### src/rtl/fast_square_sweep_ctrl.sv
// Frequency-sweep sequencer: steps a synthesizer through L frequencies, gating a
// receiver's clear/record/next-bin strobes, with sync-edge re-arm and pre-emption.
module fast_square_sweep_ctrl #(
  parameter int NUM_STEPS    = 32,
  parameter int STEP_W       = 6,
  parameter int SETTLE_TICKS = 2000,
  parameter int RECORD_TICKS = 35000,
  parameter int PULSE_TICKS  = 64,
  parameter int CNT_W        = 16,
  parameter int SWEEP_CNT_W  = 16
) (
  input  logic                   clock,
  input  logic                   reset,
  input  logic                   enable,
  input  logic                   sync_in,
  input  logic                   continuous,
  input  logic [STEP_W-1:0]      cfg_steps,
  output logic                   freq_step_out,
  output logic                   rx_reset,
  output logic                   rx_record,
  output logic                   rx_next,
  output logic [STEP_W-1:0]      step_idx,
  output logic                   sweep_done,
  output logic                   resync,
  output logic                   busy,
  output logic [SWEEP_CNT_W-1:0] sweep_count
);

  typedef enum logic [2:0] {
    S_IDLE, S_ARM, S_CLEAR, S_SETTLE, S_RECORD, S_ADVANCE, S_DONE
  } state_t;

  localparam logic [CNT_W-1:0]  SETTLE_LAST = CNT_W'(SETTLE_TICKS - 1);
  localparam logic [CNT_W-1:0]  RECORD_LAST = CNT_W'(RECORD_TICKS - 1);
  localparam logic [CNT_W-1:0]  PULSE_LAST  = CNT_W'(PULSE_TICKS - 1);
  localparam logic [STEP_W-1:0] MAX_STEPS   = STEP_W'(NUM_STEPS);

  function automatic logic [STEP_W-1:0] eff_steps(input logic [STEP_W-1:0] cfg);
    if (cfg == '0 || cfg > MAX_STEPS) return MAX_STEPS;
    return cfg;
  endfunction

  state_t                 state_q, state_d;
  logic [CNT_W-1:0]       tick_q, pcnt_q;
  logic [STEP_W-1:0]      step_q, steps_q;
  logic [SWEEP_CNT_W-1:0] sweep_cnt_q;
  logic                   sync_prev_q;
  logic                   freq_q, rx_reset_q, rx_record_q, rx_next_q;
  logic                   done_q, resync_q, busy_q;
  logic                   sync_edge, in_sweep, last_step, adv_ok, done_evt, preempt;

  always_comb begin
    sync_edge = sync_in & ~sync_prev_q;
    in_sweep  = (state_q == S_SETTLE) || (state_q == S_RECORD) || (state_q == S_ADVANCE);
    preempt   = in_sweep && sync_edge;
    last_step = (step_q == steps_q - 1'b1);
    adv_ok    = enable && (state_q == S_ADVANCE) && !sync_edge;
    done_evt  = adv_ok && last_step;
    state_d   = state_q;
    case (state_q)
      S_IDLE:    if (enable) state_d = S_ARM;
      S_ARM:     if (sync_edge) state_d = S_CLEAR;
      S_CLEAR:   state_d = S_SETTLE;
      S_SETTLE:  if (tick_q == SETTLE_LAST) state_d = S_RECORD;
      S_RECORD:  if (tick_q == RECORD_LAST) state_d = S_ADVANCE;
      S_ADVANCE: state_d = !last_step ? S_SETTLE : (continuous ? S_ARM : S_DONE);
      S_DONE:    state_d = S_DONE;
      default:   state_d = S_IDLE;
    endcase
    // Priority: enable drop beats a sync pre-emption, which beats normal sequencing.
    if (preempt) state_d = S_CLEAR;
    if (!enable) state_d = S_IDLE;
  end

  always_ff @(posedge clock) begin
    if (!reset) begin
      state_q     <= S_IDLE;
      tick_q      <= '0;
      pcnt_q      <= '0;
      step_q      <= '0;
      steps_q     <= MAX_STEPS;
      sweep_cnt_q <= '0;
      sync_prev_q <= 1'b0;
      freq_q      <= 1'b0;
      rx_reset_q  <= 1'b0;
      rx_record_q <= 1'b0;
      rx_next_q   <= 1'b0;
      done_q      <= 1'b0;
      resync_q    <= 1'b0;
      busy_q      <= 1'b0;
    end else begin
      state_q     <= state_d;
      sync_prev_q <= sync_in;
      if (state_d == state_q && (state_q == S_SETTLE || state_q == S_RECORD))
        tick_q <= tick_q + 1'b1;
      else
        tick_q <= '0;
      if (state_q == S_CLEAR) steps_q <= eff_steps(cfg_steps);
      if (state_d == S_CLEAR) step_q <= '0;
      else if (adv_ok && !last_step) step_q <= step_q + 1'b1;
      if (done_evt) sweep_cnt_q <= sweep_cnt_q + 1'b1;
      done_q      <= done_evt;
      resync_q    <= enable && preempt;
      // Outputs are decoded from the next state so they line up with state_q.
      rx_reset_q  <= (state_d == S_CLEAR);
      rx_record_q <= (state_d == S_RECORD);
      rx_next_q   <= (state_d == S_ADVANCE);
      busy_q      <= (state_d == S_CLEAR) || (state_d == S_SETTLE) ||
                     (state_d == S_RECORD) || (state_d == S_ADVANCE);
      if (!enable) begin
        freq_q <= 1'b0;
        pcnt_q <= '0;
      end else if (adv_ok) begin
        freq_q <= 1'b1;
        pcnt_q <= PULSE_LAST;
      end else if (pcnt_q != '0) begin
        pcnt_q <= pcnt_q - 1'b1;
      end else begin
        freq_q <= 1'b0;
      end
    end
  end

  assign freq_step_out = freq_q;
  assign rx_reset      = rx_reset_q;
  assign rx_record     = rx_record_q;
  assign rx_next       = rx_next_q;
  assign step_idx      = step_q;
  assign sweep_done    = done_q;
  assign resync        = resync_q;
  assign busy          = busy_q;
  assign sweep_count   = sweep_cnt_q;

endmodule

### config.mk
export PLATFORM = sky130hd
export DESIGN_NAME = fast_square_sweep_ctrl
export DESIGN_NICKNAME = d
export VERILOG_FILES = /design/src/rtl/fast_square_sweep_ctrl.sv
export SDC_FILE = /design/constraint.sdc
export NUM_CORES = 1
export LEC_CHECK = 0
export CAP_MARGIN = 15
export CORE_MARGIN = 2
export CORE_UTILIZATION = 40
export DETAILED_ROUTE_END_ITERATION = 6
export GPL_ROUTABILITY_DRIVEN = 0
export GPL_TIMING_DRIVEN = 0
export PLACE_DENSITY = 0.75
export SYNTH_ARGS = -nofsm -noshare
export SYNTH_HDL_FRONTEND = slang
export SYNTH_SLANG_ARGS = --single-unit
### constraint.sdc
create_clock -name clock -period 2.41 [get_ports clock]
set_input_delay 0.482 -clock clock [delete_from_list [all_inputs] [get_ports clock]]
set_output_delay 0.482 -clock clock [all_outputs]
set_load 0.02 [all_outputs]
==> flow_summary_export.csv <==
group,metric,value,unit
grt,overflow,0,
power,p_per_area,777,mW/mm²
cts,clock_sinks,71,
cts,cts_tree,"built",
synthesis,synth-edff-count,0,
placement,dp_hpwl,5.03,mm
cts,clock-root-buffer,"clkbuf_8",
synthesis,syn_nets,398,
layout,diodes,0,
die,dieArea,0.00937,mm²
worst_setup_path,max_stage_delay,0.37,ns
synthesis,synthArstFlopShare,0,%
run_status,status,"finished clean",
cts,clockBufferDepth,2,
power,p_leak,1.53,nW
worst_setup_path,required,2.65,ns
drt,wl_per_cell,13.1,µm
worst_setup_path,cp_common_cell,"buf_6",
worst_setup_path,slowest_stage,"dfxtp_2",
drt,drt_iter0_drc,104,
grt,first_global_vias,2656,
sta,period_minus_slack,2.33,ns
worst_hold_path,hold_path.class,"flip-flop to flip-flop",
drt,drc,0,
synthesis,ys_warn_count,0,
cts,htree_levels,3,
sta,maxSlewHeadroom,68.9,%
die,die_x,96.8,µm
synthesis,synth_top_area_share,41.3,%
worst_setup_path,path_class,"flip-flop to flip-flop",
worst_setup_path,worstPathCellList,"inv_1 > ha_2 > and2_4 > o21a_1 > o31a_1 > buf_6 > nor4_4 > buf_6 > nand4_1 > xnor2_1 > and2_1",
worst_setup_path,start_kind,"flip-flop",
sta,fmax,430,MHz
drt,vias,2818,
worst_setup_path,endpoint_kind,"flip-flop",
die,rows,33,
sta,finalSetupViolations,0,
drt,drt_wl_total,7.21,mm
drt,via_per_inst,5.11,
layout,drive_above_1_share,15.2,%
placement,dp_cells,526,
layout,instances_no_fill,552,
synthesis,synth_most_common_cell,"dfxtp_1",
cts,worstSkewPairLatency,0.34,ns
grt,antenna_found_initial,0,
flow_run,cap_violations,0,
synthesis,synth_cell_types,55,
grt,grt_pass1_wl,12.2,mm
die,die_height,96.8,µm
synthesis,syn_avg_cell_area,9.02,µm²
worst_hold_path,worstHoldStart,"pcnt_q[9]",
synthesis,ys.flop_type,"dfxtp_1",
grt,grt_max_degree,14,
synthesis,netlist_top_cells_area,"dfxtp_1, xnor2_1, and2_1",
synthesis,synth.largest_area_cell,"dfxtp_1",
die,fp.coreArea,0.00830,mm²
sta,finalClockSkew,0.0113,ns
sta,worstMarginPinSlew,0.467,ns
synthesis,synth.cell_area,0.00344,mm²
layout,area_growth,26.3,%
placement,portBuffers,39,
sta,drv_slew,0,
worst_setup_path,critPathLaunch,"steps_q[1]",
die,io_pins,40,
worst_setup_path,crit_arrival,2.57,ns
layout,fillers,754,
synthesis,synth_commonest_cells,"dfxtp_1, xnor2_1, nor2_1",
cts,tritoncts.num_buffers,9,
worst_setup_path,regToRegStartpoint,"steps_q[1]",
power,ir_drop,0.508,mV
sta,fin_crit_sh,96.5,%
synthesis,seq_area_frac_synth,41.3,%
layout,final_nets,458,
sta,finalSetupTns,0,ns
drt,drt_pass1_iterations,4,
cts,path_clk_slew,0.08,ns
die,start_util,41.5,%
drt,detail-route-antenna-nets,0,
sta,timing_hold_violations_final,0,
synthesis,netlist_instances,382,
worst_setup_path,path_max_fanout,7,
synthesis,synth_seq_cells,71,
grt,globalRouteTotalUtil,15.6,%
==> sequential cells by signal (all words and copies together), names as in the netlist, 3 cells and up <==
| register | flops |
|---|---|
| pcnt_q | 16 |
| state_q | 3 |
| sweep_count | 16 |
| steps_q | 6 |
| tick_q | 16 |
| step_idx | 6 |
==> per-layer routing <==
layer	track usage, %	share of wire, %	vias to the layer above
li1	-	-	1440
met1	20.4	48	1320
met3	4.41	3.3	8
met2	24.9	48	50
met4	5.09	1.2	0
met5	0	0	-
==> kinds of logic (layout without fill, tap and decap cells) <==
group | count (synthesis) | count (layout) | share of synthesized area [%]
AND/OR/NAND/NOR | 193 | 193 | 33.3
flip-flops | 71 | 71 | 41.3
XOR/XNOR | 51 | 51 | 13.0
AO/OA/AOI/OAI | 43 | 43 | 7.63
buffers and inverters | 16 | 81 | 2.00
adder cells (fa/ha/maj) | 5 | 5 | 1.82
multiplexers | 3 | 3 | 1.05
==> repair_timing <==
item	CTS	global route
pin swaps	5	5
hold buffers	0	0
gates cloned	0	0
gates resized for setup	7	11
endpoints found under the setup margin	35	31
setup buffers	4	6
==> layout by cell type (no fill, tap or decap), drive strengths merged, types with 6 or more instances in the layout <==
master / count
nor4: 6
nor2b: 8
a21oi: 23
clkdlybuf4s50: 39
and2: 24
dfxtp: 71
nor2: 42
inv: 9
clkbuf: 14
nor3: 16
xnor2: 35
xor2: 16
o21ai: 7
nand4: 8
nand2: 25
nor3b: 11
buf: 12
nand3: 25
==> path summary, 6_finish.rpt <==
| path | endpoint | slack [ns] | cells after the start |
|---|---|---|---|
| hold / removal | pcnt_q[9] | 0.48 | 2 |
| hold reg to reg | pcnt_q[9] | 0.48 | 2 |
| setup / recovery | sweep_count[5] | 0.08 | 11 |
| setup reg to reg | sweep_count[5] | 0.08 | 11 |
==> area by class of cell <==
type | count | area (µm²) | share of cell area [%]
clock buffer | 9 | 124 | 2.85
inverter | 9 | 33.8 | 0.776
clock inverter | 7 | 97.6 | 2.24
tap | 105 | 131 | 3.02
timing repair buffer | 49 | 485 | 11.2
multi-input combinational | 295 | 2020 | 46.4
buffer | 7 | 35.0 | 0.805
sequential | 71 | 1430 | 32.8
==> worst max-delay path, delay by kind of cell (launching register included) <==
| family | cells | cell delay [ns] |
|---|---|---|
| xor gates and xnor gates | 1 | 0.14 |
| DFF | 1 | 0.37 |
| and+or+nand+nor | 4 | 0.69 |
| adders and majority gates | 1 | 0.17 |
| buffers and inverters | 3 | 0.37 |
| AOI/OAI and AO/OA | 2 | 0.47 |
==> power breakdown <==
group          switching, W  total [W]  internal [W]
registers         0.0000940    0.00136       0.00127
clock network      0.000457    0.00104      0.000584
logic              0.000543   0.000974      0.000431
total               0.00109    0.00338       0.00228
==> per-stage QoR <==
stage                     total power [W]  cell area [µm²]  hold WS [ns]  worst slack [ns]  utilization, %
final                             0.00338             4350         0.480            0.0844            52.4
after global routing              0.00361             4350         0.508           -0.0195            52.4
after CTS                         0.00340             4250         0.467           0.00182            51.3
after detailed placement          0.00235             3970         0.452            -0.248            47.8
after global placement            0.00231             3970         0.442            -0.233            47.8
after floorplan                   0.00217             3440         0.427            0.0668               -
Note: power is estimated with default switching activity, not from simulation.
